$ cat src/rtl/mem_arbiter_pkg.sv
// Shared types for the byte-serial RAM arbiter.
// Holds FSM states, access sizes and owner codes.
package mem_arbiter_pkg;

    typedef enum logic [1:0] {
        ST_IDLE = 2'd0,
        ST_XFER = 2'd1,
        ST_TAIL = 2'd2,
        ST_DONE = 2'd3
    } state_t;

    localparam logic [1:0] LEN_BYTE = 2'b00;
    localparam logic [1:0] LEN_HALF = 2'b01;
    localparam logic [1:0] LEN_WORD = 2'b10;

    typedef enum logic {
        OWN_IF  = 1'b0,
        OWN_MEM = 1'b1
    } owner_t;

    // Number of bytes moved for a given size code.
    function automatic logic [2:0] len_bytes(input logic [1:0] len);
        logic [2:0] n;
        unique case (1'b1)
            (len == LEN_BYTE): n = 3'd1;
            (len == LEN_HALF): n = 3'd2;
            default:           n = 3'd4;
        endcase
        return n;
    endfunction

endpackage

$ cat src/rtl/mem_arbiter_if.sv
// Pipeline-side and RAM-side bus of the arbiter.
// slave = arbiter view, master = pipeline/RAM view.
interface mem_arbiter_if;

    logic        rdy;
    logic        if_req;
    logic [31:0] if_addr;
    logic        if_done;
    logic [31:0] if_data;
    logic        mem_req;
    logic        mem_we;
    logic [31:0] mem_addr;
    logic [1:0]  mem_len;
    logic [31:0] mem_wdata;
    logic        mem_done;
    logic [31:0] mem_rdata;
    logic        busy;
    logic [31:0] ram_a;
    logic        ram_wr;
    logic [7:0]  ram_din;
    logic [7:0]  ram_dout;

    modport slave (
        input  rdy, if_req, if_addr,
        input  mem_req, mem_we, mem_addr,
        input  mem_len, mem_wdata, ram_dout,
        output if_done, if_data,
        output mem_done, mem_rdata, busy,
        output ram_a, ram_wr, ram_din
    );

    modport master (
        output rdy, if_req, if_addr,
        output mem_req, mem_we, mem_addr,
        output mem_len, mem_wdata, ram_dout,
        input  if_done, if_data,
        input  mem_done, mem_rdata, busy,
        input  ram_a, ram_wr, ram_din
    );

endinterface

$ cat src/rtl/mem_arbiter.sv
// Arbitrates IF and MEM onto a byte-wide RAM port.
// MEM wins ties; transfers run to completion.
module mem_arbiter
    import mem_arbiter_pkg::*;
(
    input  logic          clk,
    input  logic          rst,
    mem_arbiter_if.slave  bus
);

    state_t      r_state;
    state_t      w_next;
    logic [2:0]  r_cnt;
    logic [31:0] r_addr;
    logic [1:0]  r_len;
    logic [31:0] r_wdata;
    logic        r_we;
    owner_t      r_owner;
    logic [31:0] r_buf;
    logic [31:0] r_ram_a;
    logic [7:0]  r_ram_din;
    logic [31:0] r_if_data;
    logic [31:0] r_mem_rdata;

    logic        w_grant;
    owner_t      w_own;
    logic [31:0] w_sel_addr;
    logic [1:0]  w_sel_len;
    logic        w_sel_we;
    logic [31:0] w_sel_wdata;
    logic [2:0]  w_nbytes;
    logic        w_last;
    logic [1:0]  w_cap_idx;
    logic [1:0]  w_nxt_idx;
    logic [31:0] w_capt;
    logic        w_done;

    // A pending MEM request always beats a fetch.
    assign w_grant     = bus.if_req | bus.mem_req;
    assign w_own       = bus.mem_req ? OWN_MEM : OWN_IF;
    assign w_sel_addr  = bus.mem_req ? bus.mem_addr : bus.if_addr;
    assign w_sel_len   = bus.mem_req ? bus.mem_len : LEN_WORD;
    assign w_sel_we    = bus.mem_req & bus.mem_we;
    assign w_sel_wdata = bus.mem_req ? bus.mem_wdata : 32'd0;

    assign w_nbytes  = len_bytes(r_len);
    assign w_last    = (r_cnt == (w_nbytes - 3'd1));
    // RAM data lags the address by one cycle.
    assign w_cap_idx = r_cnt[1:0] - 2'd1;
    assign w_nxt_idx = r_cnt[1:0] + 2'd1;

    // Merge the incoming RAM byte into the read buffer.
    always_comb begin
        w_capt = r_buf;
        w_capt[{w_cap_idx, 3'b000} +: 8] = bus.ram_dout;
    end

    // Next-state logic.
    always_comb begin
        w_next = r_state;
        case (r_state)
            ST_IDLE: begin
                if (w_grant) begin
                    w_next = ST_XFER;
                end
            end
            ST_XFER: begin
                if (w_last) begin
                    w_next = r_we ? ST_DONE : ST_TAIL;
                end
            end
            ST_TAIL: w_next = ST_DONE;
            ST_DONE: w_next = ST_IDLE;
            default: w_next = ST_IDLE;
        endcase
    end

    // State register; rdy low freezes it.
    always_ff @(posedge clk) begin
        if (rst) begin
            r_state <= ST_IDLE;
        end else if (bus.rdy) begin
            r_state <= w_next;
        end
    end

    // Latch the request, step the RAM address and gather read bytes.
    always_ff @(posedge clk) begin
        if (rst) begin
            r_cnt       <= 3'd0;
            r_addr      <= 32'd0;
            r_len       <= LEN_BYTE;
            r_wdata     <= 32'd0;
            r_we        <= 1'b0;
            r_owner     <= OWN_IF;
            r_buf       <= 32'd0;
            r_ram_a     <= 32'd0;
            r_ram_din   <= 8'd0;
            r_if_data   <= 32'd0;
            r_mem_rdata <= 32'd0;
        end else if (bus.rdy) begin
            case (r_state)
                ST_IDLE: begin
                    if (w_grant) begin
                        r_owner   <= w_own;
                        r_addr    <= w_sel_addr;
                        r_len     <= w_sel_len;
                        r_we      <= w_sel_we;
                        r_wdata   <= w_sel_wdata;
                        r_cnt     <= 3'd0;
                        r_buf     <= 32'd0;
                        r_ram_a   <= w_sel_addr;
                        r_ram_din <= w_sel_wdata[7:0];
                    end
                end
                ST_XFER: begin
                    r_cnt <= r_cnt + 3'd1;
                    if (!r_we && (r_cnt != 3'd0)) begin
                        r_buf <= w_capt;
                    end
                    if (!w_last) begin
                        r_ram_a   <= r_addr + {29'd0, r_cnt} + 32'd1;
                        r_ram_din <= r_wdata[{w_nxt_idx, 3'b000} +: 8];
                    end
                end
                ST_TAIL: begin
                    r_buf <= w_capt;
                    if (r_owner == OWN_MEM) begin
                        r_mem_rdata <= w_capt;
                    end else begin
                        r_if_data <= w_capt;
                    end
                end
                default: begin
                end
            endcase
        end
    end

    // Strobes are gated so that stalls and reset never leak a pulse.
    assign w_done        = (r_state == ST_DONE) & bus.rdy & ~rst;
    assign bus.if_done   = w_done & (r_owner == OWN_IF);
    assign bus.mem_done  = w_done & (r_owner == OWN_MEM);
    assign bus.if_data   = r_if_data;
    assign bus.mem_rdata = r_mem_rdata;
    assign bus.busy      = (r_state != ST_IDLE);
    assign bus.ram_a     = r_ram_a;
    assign bus.ram_din   = r_ram_din;
    assign bus.ram_wr    = (r_state == ST_XFER) & r_we & bus.rdy & ~rst;

endmodule

$ cat src/flat_wrapper.sv
// flat-port wrapper written by rule: the top's interface ports become plain ports
module mem_arbiter_flat import mem_arbiter_pkg::*;
  (clk, rst, bus_rdy, bus_if_req, bus_if_addr, bus_mem_req, bus_mem_we, bus_mem_addr, bus_mem_len, bus_mem_wdata, bus_ram_dout, bus_if_done, bus_if_data, bus_mem_done, bus_mem_rdata, bus_busy, bus_ram_a, bus_ram_wr, bus_ram_din);
  mem_arbiter_if bus_i ();
  input  logic clk;
  input  logic rst;
  input wire logic [$bits(bus_i.rdy)-1:0] bus_rdy;
  input wire logic [$bits(bus_i.if_req)-1:0] bus_if_req;
  input wire logic [$bits(bus_i.if_addr)-1:0] bus_if_addr;
  input wire logic [$bits(bus_i.mem_req)-1:0] bus_mem_req;
  input wire logic [$bits(bus_i.mem_we)-1:0] bus_mem_we;
  input wire logic [$bits(bus_i.mem_addr)-1:0] bus_mem_addr;
  input wire logic [$bits(bus_i.mem_len)-1:0] bus_mem_len;
  input wire logic [$bits(bus_i.mem_wdata)-1:0] bus_mem_wdata;
  input wire logic [$bits(bus_i.ram_dout)-1:0] bus_ram_dout;
  output wire logic [$bits(bus_i.if_done)-1:0] bus_if_done;
  output wire logic [$bits(bus_i.if_data)-1:0] bus_if_data;
  output wire logic [$bits(bus_i.mem_done)-1:0] bus_mem_done;
  output wire logic [$bits(bus_i.mem_rdata)-1:0] bus_mem_rdata;
  output wire logic [$bits(bus_i.busy)-1:0] bus_busy;
  output wire logic [$bits(bus_i.ram_a)-1:0] bus_ram_a;
  output wire logic [$bits(bus_i.ram_wr)-1:0] bus_ram_wr;
  output wire logic [$bits(bus_i.ram_din)-1:0] bus_ram_din;
  assign bus_i.rdy = bus_rdy;
  assign bus_i.if_req = bus_if_req;
  assign bus_i.if_addr = bus_if_addr;
  assign bus_i.mem_req = bus_mem_req;
  assign bus_i.mem_we = bus_mem_we;
  assign bus_i.mem_addr = bus_mem_addr;
  assign bus_i.mem_len = bus_mem_len;
  assign bus_i.mem_wdata = bus_mem_wdata;
  assign bus_i.ram_dout = bus_ram_dout;
  assign bus_if_done = bus_i.if_done;
  assign bus_if_data = bus_i.if_data;
  assign bus_mem_done = bus_i.mem_done;
  assign bus_mem_rdata = bus_i.mem_rdata;
  assign bus_busy = bus_i.busy;
  assign bus_ram_a = bus_i.ram_a;
  assign bus_ram_wr = bus_i.ram_wr;
  assign bus_ram_din = bus_i.ram_din;
  mem_arbiter u_core (.clk(clk), .rst(rst), .bus(bus_i));
endmodule
$ cat config.mk
export PLATFORM = sky130hd
export DESIGN_NAME = mem_arbiter_flat
export DESIGN_NICKNAME = d
export VERILOG_FILES = /design/src/rtl/mem_arbiter_pkg.sv /design/src/rtl/mem_arbiter_if.sv /design/src/rtl/mem_arbiter.sv /design/src/flat_wrapper.sv
export SDC_FILE = /design/constraint.sdc
export NUM_CORES = 1
export LEC_CHECK = 0
export ABC_AREA = 1
export CAP_MARGIN = 20
export CORE_MARGIN = 2
export CORE_UTILIZATION = 50
export CTS_BUF_LIST = sky130_fd_sc_hd__clkbuf_4
export DETAILED_ROUTE_END_ITERATION = 10
export PLACE_DENSITY = 0.79
export SYNTH_ARGS = -nofsm -noshare
export SYNTH_HDL_FRONTEND = slang
export SYNTH_SLANG_ARGS = --single-unit
$ cat constraint.sdc
create_clock -name clk -period 2.6 [get_ports clk]
set_input_delay 0.78 -clock clk [delete_from_list [all_inputs] [get_ports clk]]
set_output_delay 0.78 -clock clk [all_outputs]
set_load 0.02 [all_outputs]
# After elaboration in Yosys (flattened, before gate mapping)
# Index checks and enable logic that the tools add are counted.
# totals
reg_bits	209
latchBits	0
ramBits	0
romBits	0
input_bits	112
out_inout_bits	108
word_cells	78
memories	0
# op_classes
addsub	7
mul	0
n_div	0
n_lt_le_gt_ge	0
n_eq_ne	9
n_shift	3
mux	21
bitwise_logic	11
n_reduce_logical	15
# ops
op	n
two-way mux 32 bit	6
one-hot mux 32 bit (3 select lines)	1
one-hot mux 32 bit (2 select lines)	1
adder 32 x 1 -> 32 bit, second input constant	1
adder 32 x 3 -> 32 bit	1
bitwise mux 32 bit	1
variable shift 8 x 7 -> 32 bit, first input constant	1
variable part select 32 x 6 -> 8 bit	1
variable part select 8 x 7 -> 32 bit	1
two-way mux 8 bit	2
one-hot mux 8 bit (2 select lines)	1
AND reduction 3 bit	5
one-hot mux 3 bit (2 select lines)	2
AND 1 bit	8
one-hot mux 2 bit (4 select lines)	1
AND reduction 4 bit	2
negation 5 -> 7 bit	1
two-way mux 2 bit	3
!= test 2 x 1 -> 1 bit, second input constant	3
nonzero test 3 bit	2
== test 2 x 1 -> 1 bit, second input constant	2
== test 2 bit, second input constant	2
zero test 2 bit	2
nonzero test 2 bit	2
other kinds (12)	14

# Longest topological paths before layout
# depth
word_depth	6
depth_mapped	14
mapped_depth_nobuf	14

# Least setup slack after synthesis
# OpenSTA, ideal clock, no wires.
# synth_timing
path_kind	input port to output port
startpoint	input port rst
endpoint	output port bus_ram_wr
t_arrival_ns	1.825
required_ns	1.820
slack_ns	-0.005
path_stages	4
n_path_buf	3
path_cell_list	clkbuf_1 -> clkbuf_1 -> clkbuf_1 -> nor3_1
# synth_via
elab_chain_len	2
# synth_lines
item	line_no	rtl
start: declaration	flat_wrapper.sv:6	input logic rst;
inverter 1 bit	mem_arbiter.sv:149	assign bus.ram_wr = (r_state == ST_XFER) & r_we & bus.rdy & ~rst;
AND 1 bit	mem_arbiter.sv:149	
end: declaration	flat_wrapper.sv:22	output wire logic [$bits(bus_i.ram_wr)-1:0] bus_ram_wr;
# No other way between the ends.

# Worst setup path in the final report
# layout_timing
startpoint	register u_core.r_ram_a[22] (netlist: u_core.bus.ram_a[22])
endpoint	output port bus_ram_a[22]
# layout_lines
item	line_no	rtl
start: declaration	mem_arbiter.sv:20	logic [31:0] r_ram_a;
start signal: assignment	mem_arbiter.sv:112	r_ram_a <= w_sel_addr;
start signal: assignment	mem_arbiter.sv:122	r_ram_a <= r_addr + {29'd0, r_cnt} + 32'd1;
end: declaration	flat_wrapper.sv:21	output wire logic [$bits(bus_i.ram_a)-1:0] bus_ram_a;
# No word-level cell between the ends.

==> run metrics <==
Synth area leader=dfxtp_1; I/O pin count=220; sequential share of the synthesized area=0.403; # Post-CTS Setup Buffers=0; Worst-path clk slew=0.07 ns; PortBufs=219; fillcell total=1856; drt via density=5.10; final hold violations=0; # H-tree levels=2; status=finished clean; Synth cell types=32; number of synthesized flops with an enable pin=0; global route total overflow=0; drt initial violations=795; worst reg2reg startpoint=u_core.r_cnt[1]$_SDFFE_PP0P_; Clock Latency Late Sink=0.69 ns; Switch Pwr=2.73 mW; Least-Margin Pin Slew=1.11 ns; Clock Skews=0.0427 ns; ys async rst share=0; Gate power share=0.243; CTS root buffer=clkbuf_4; WP data required=1.82 ns; RSZ-0062 raised after global routing=false; initial antenna violation count=1; Rows=52; vias in the first global route=9803; First-pass DRT Iterations=6; max cap viols=0; Core Area=20300 µm²; CP max stage cell=clkdlybuf4s50_1; worst min-delay path class=reg -> reg; via count=10600; CP bufs+invs=1; fin nets=1908; first-pass GRT wire length=47500 µm; hpwl dp=20900 µm; clock buffer depth=3; DRC viols=0; crit path max fanout=2; CTS Sinks=209; Slew Limit Fails=0; Mapped Area=10400 µm²; Arr. time, crit path=1.69 ns; worst reg-to-reg setup slack=0.18 ns; Seq cells post-synth=209; Crit path depth=1; area growth from synthesis to layout=31.2%; Synth Area per Inst=6.64 µm²; f_max=0.405 GHz; Initial Util=0.511; ranking of synthesized cells by area=dfxtp_1 40%, nand2_1 13%, inv_1 8.6%; area of the die=21900 µm²; critical path's top delay family=buffers and inverters; die width=148 µm; Die H=148 µm; Final setup viols=0; Critical Path End Type=output pin; most common cell after layout, fill and taps aside=nand2_1; Worst R2R Path Depth=7; Cell Chain, Critical Path=clkdlybuf4s50_1; Ys Warns=0; Hold Path End=u_core.r_buf[7]$_SDFFE_PP0P_; Placed Cells=1996; crit share post-route=0.949; worst ir drop on vdd=0.314 mV; switching fraction of total power=0.315; ys flop type=dfxtp_1; Internal=5.93 mW; final setup margin=0.132 ns; Rel. slew slack=0.258; Crit Path Category=reg -> out; top cell type's share of synthesized area=0.403; Mapped Cells=1562; Tmin final=2.47 ns; CTS tree=yes; hold path startpoint=u_core.r_buf[7]$_SDFFE_PP0P_; CP startpoint kind=flip-flop; pre-CTS setup slack=-0.556 ns; worst r2r dst=u_core.r_buf[29]$_SDFFE_PP0P_; Clk network pwr share=0.332; Seq pwr share=0.424; Post-DRT Antenna Nets=0; drt total wl=29400 µm; PwrDens=637 nW/µm²; largest net degree at the start of global routing=103; syn nets=1689; RePlAce Congestion=0.922; share of layout cells above drive strength 1=0.0861; Routed wire per std cell=14.1 µm; Worst path max stage delay=0.63 ns; overall routing resource usage=0.263; Hold Crit Depth=2; final std cells w/o fill=2082; commonest cells after routing, fill and taps aside=366 x nand2_1, 237 x inv_1, 213 x clkdlybuf4s50_1; Leak=5.71 nW; CTS buffer count=53
-- synth_stat cells (3+ instances only) --
cell	number
dfxtp_1	209
buf_2	20
a211oi_1	32
inv_2	4
o211ai_1	9
or2_2	14
o21a_1	8
o21ai_0	143
clkbuf_1	57
buf_1	13
nor2_1	113
nand2_1	367
nor3_1	4
a21oi_1	178
o21ai_1	11
ha_1	14
nand3b_1	9
nand3_1	55
buf_6	3
mux2i_1	4
inv_1	238
o22ai_1	25
nand4_1	17
-- power by group through the flow --
stage	logic [mW]	clock network, mW	registers, mW
floorplan	1.10	0	3.86
global placement	2.05	0	3.73
detailed placement	2.09	0	3.74
CTS	2.10	2.93	3.67
global route	2.32	3.10	3.70
finish	2.11	2.88	3.68
-- metrics by stage --
| stage | TNS [ns] | hold slack (ns) | cell area [µm²] | util | power, mW |
|---|---|---|---|---|---|
| 2_1_floorplan | 0 | 0.435 | 10400 | - | 4.96 |
| 3_3_place_gp | -1.27 | 0.447 | 12900 | 0.637 | 5.78 |
| 3_5_place_dp | -1.27 | 0.453 | 12900 | 0.637 | 5.83 |
| 4_1_cts | 0 | 0.464 | 13600 | 0.670 | 8.70 |
| 5_1_grt | 0 | 0.474 | 13600 | 0.670 | 9.12 |
| 6_report | 0 | 0.462 | 13600 | 0.670 | 8.66 |
-- cells by family after synthesis --
logic type	Yosys count	synth area share
buffers and inverters	337	0.127
multiplexers	4	0.00386
adder cells (fa/ha/maj)	15	0.0188
flip-flops	209	0.403
XOR/XNOR	2	0.00169
AND/OR/NAND/NOR	585	0.232
AO/OA/AOI/OAI	410	0.214
-- layer usage --
layer	vias to the layer above	global-route usage	share of wire
li1	5459	-	-
met1	4713	0.357	0.44
met2	411	0.421	0.46
met3	37	0.0611	0.087
met4	0	0.0724	0.015
met5	-	0	0
-- what timing repair did --
item | 4_1_cts | 5_1_grt
gates cloned | 0 | 0
pin swaps | 1 | 1
hold buffers | 0 | 0
setup endpoints to repair | 4 | 4
gates resized for setup | 21 | 4
-- registers in the layout, summed over array words and instances, names as in the netlist --
name	count
u_core.bus.if_data	32
u_core.bus.mem_rdata	32
u_core.bus.ram_a	32
u_core.bus.ram_din	8
u_core.r_addr	32
u_core.r_buf	32
u_core.r_cnt	3
u_core.r_len	2
u_core.r_owner	1
u_core.r_state	2
u_core.r_wdata	32
u_core.r_we	1
-- worst max-delay path by stage --
stage / start / to / slack [ns]
2_1_floorplan: rst / bus_ram_wr / 0.15
3_3_place_gp: bus_rdy / bus_ram_wr / -0.55
3_5_place_dp: bus_rdy / bus_ram_wr / -0.56
4_1_cts: u_core.r_state[0]$_SDFFE_PP0P_ / bus_mem_done / 0.001
5_1_grt: u_core.r_state[1]$_SDFFE_PP0P_ / u_core.bus.ram_a[7]$_SDFFE_PP0P_ / 0.02
6_report: u_core.bus.ram_a[22]$_SDFFE_PP0P_ / bus_ram_a[22] / 0.13
-- worst reg2reg max path: cells and delay by family, from the launching register on --
kind	cells	cell delay (ns)
AND/OR/NAND/NOR	1	0.38
buffers and inverters	2	0.51
AO/OA/AOI/OAI	3	0.67
adder cells (fa/ha/maj)	1	0.35
flip-flops	1	0.43
-- area by class of cell --
type	count	area, µm²	area share
Clock buffer	72	541	0.0397
Antenna cell	1	2.50	0.000184
Sequential cell	209	4190	0.308
Clock inverter	13	129	0.00947
Tap cell	270	338	0.0248
Inverter	244	916	0.0673
Timing Repair Buffer	257	2560	0.188
Multi-Input combinational cell	1016	4930	0.363
Note: power is estimated with default switching activity, not from simulation.
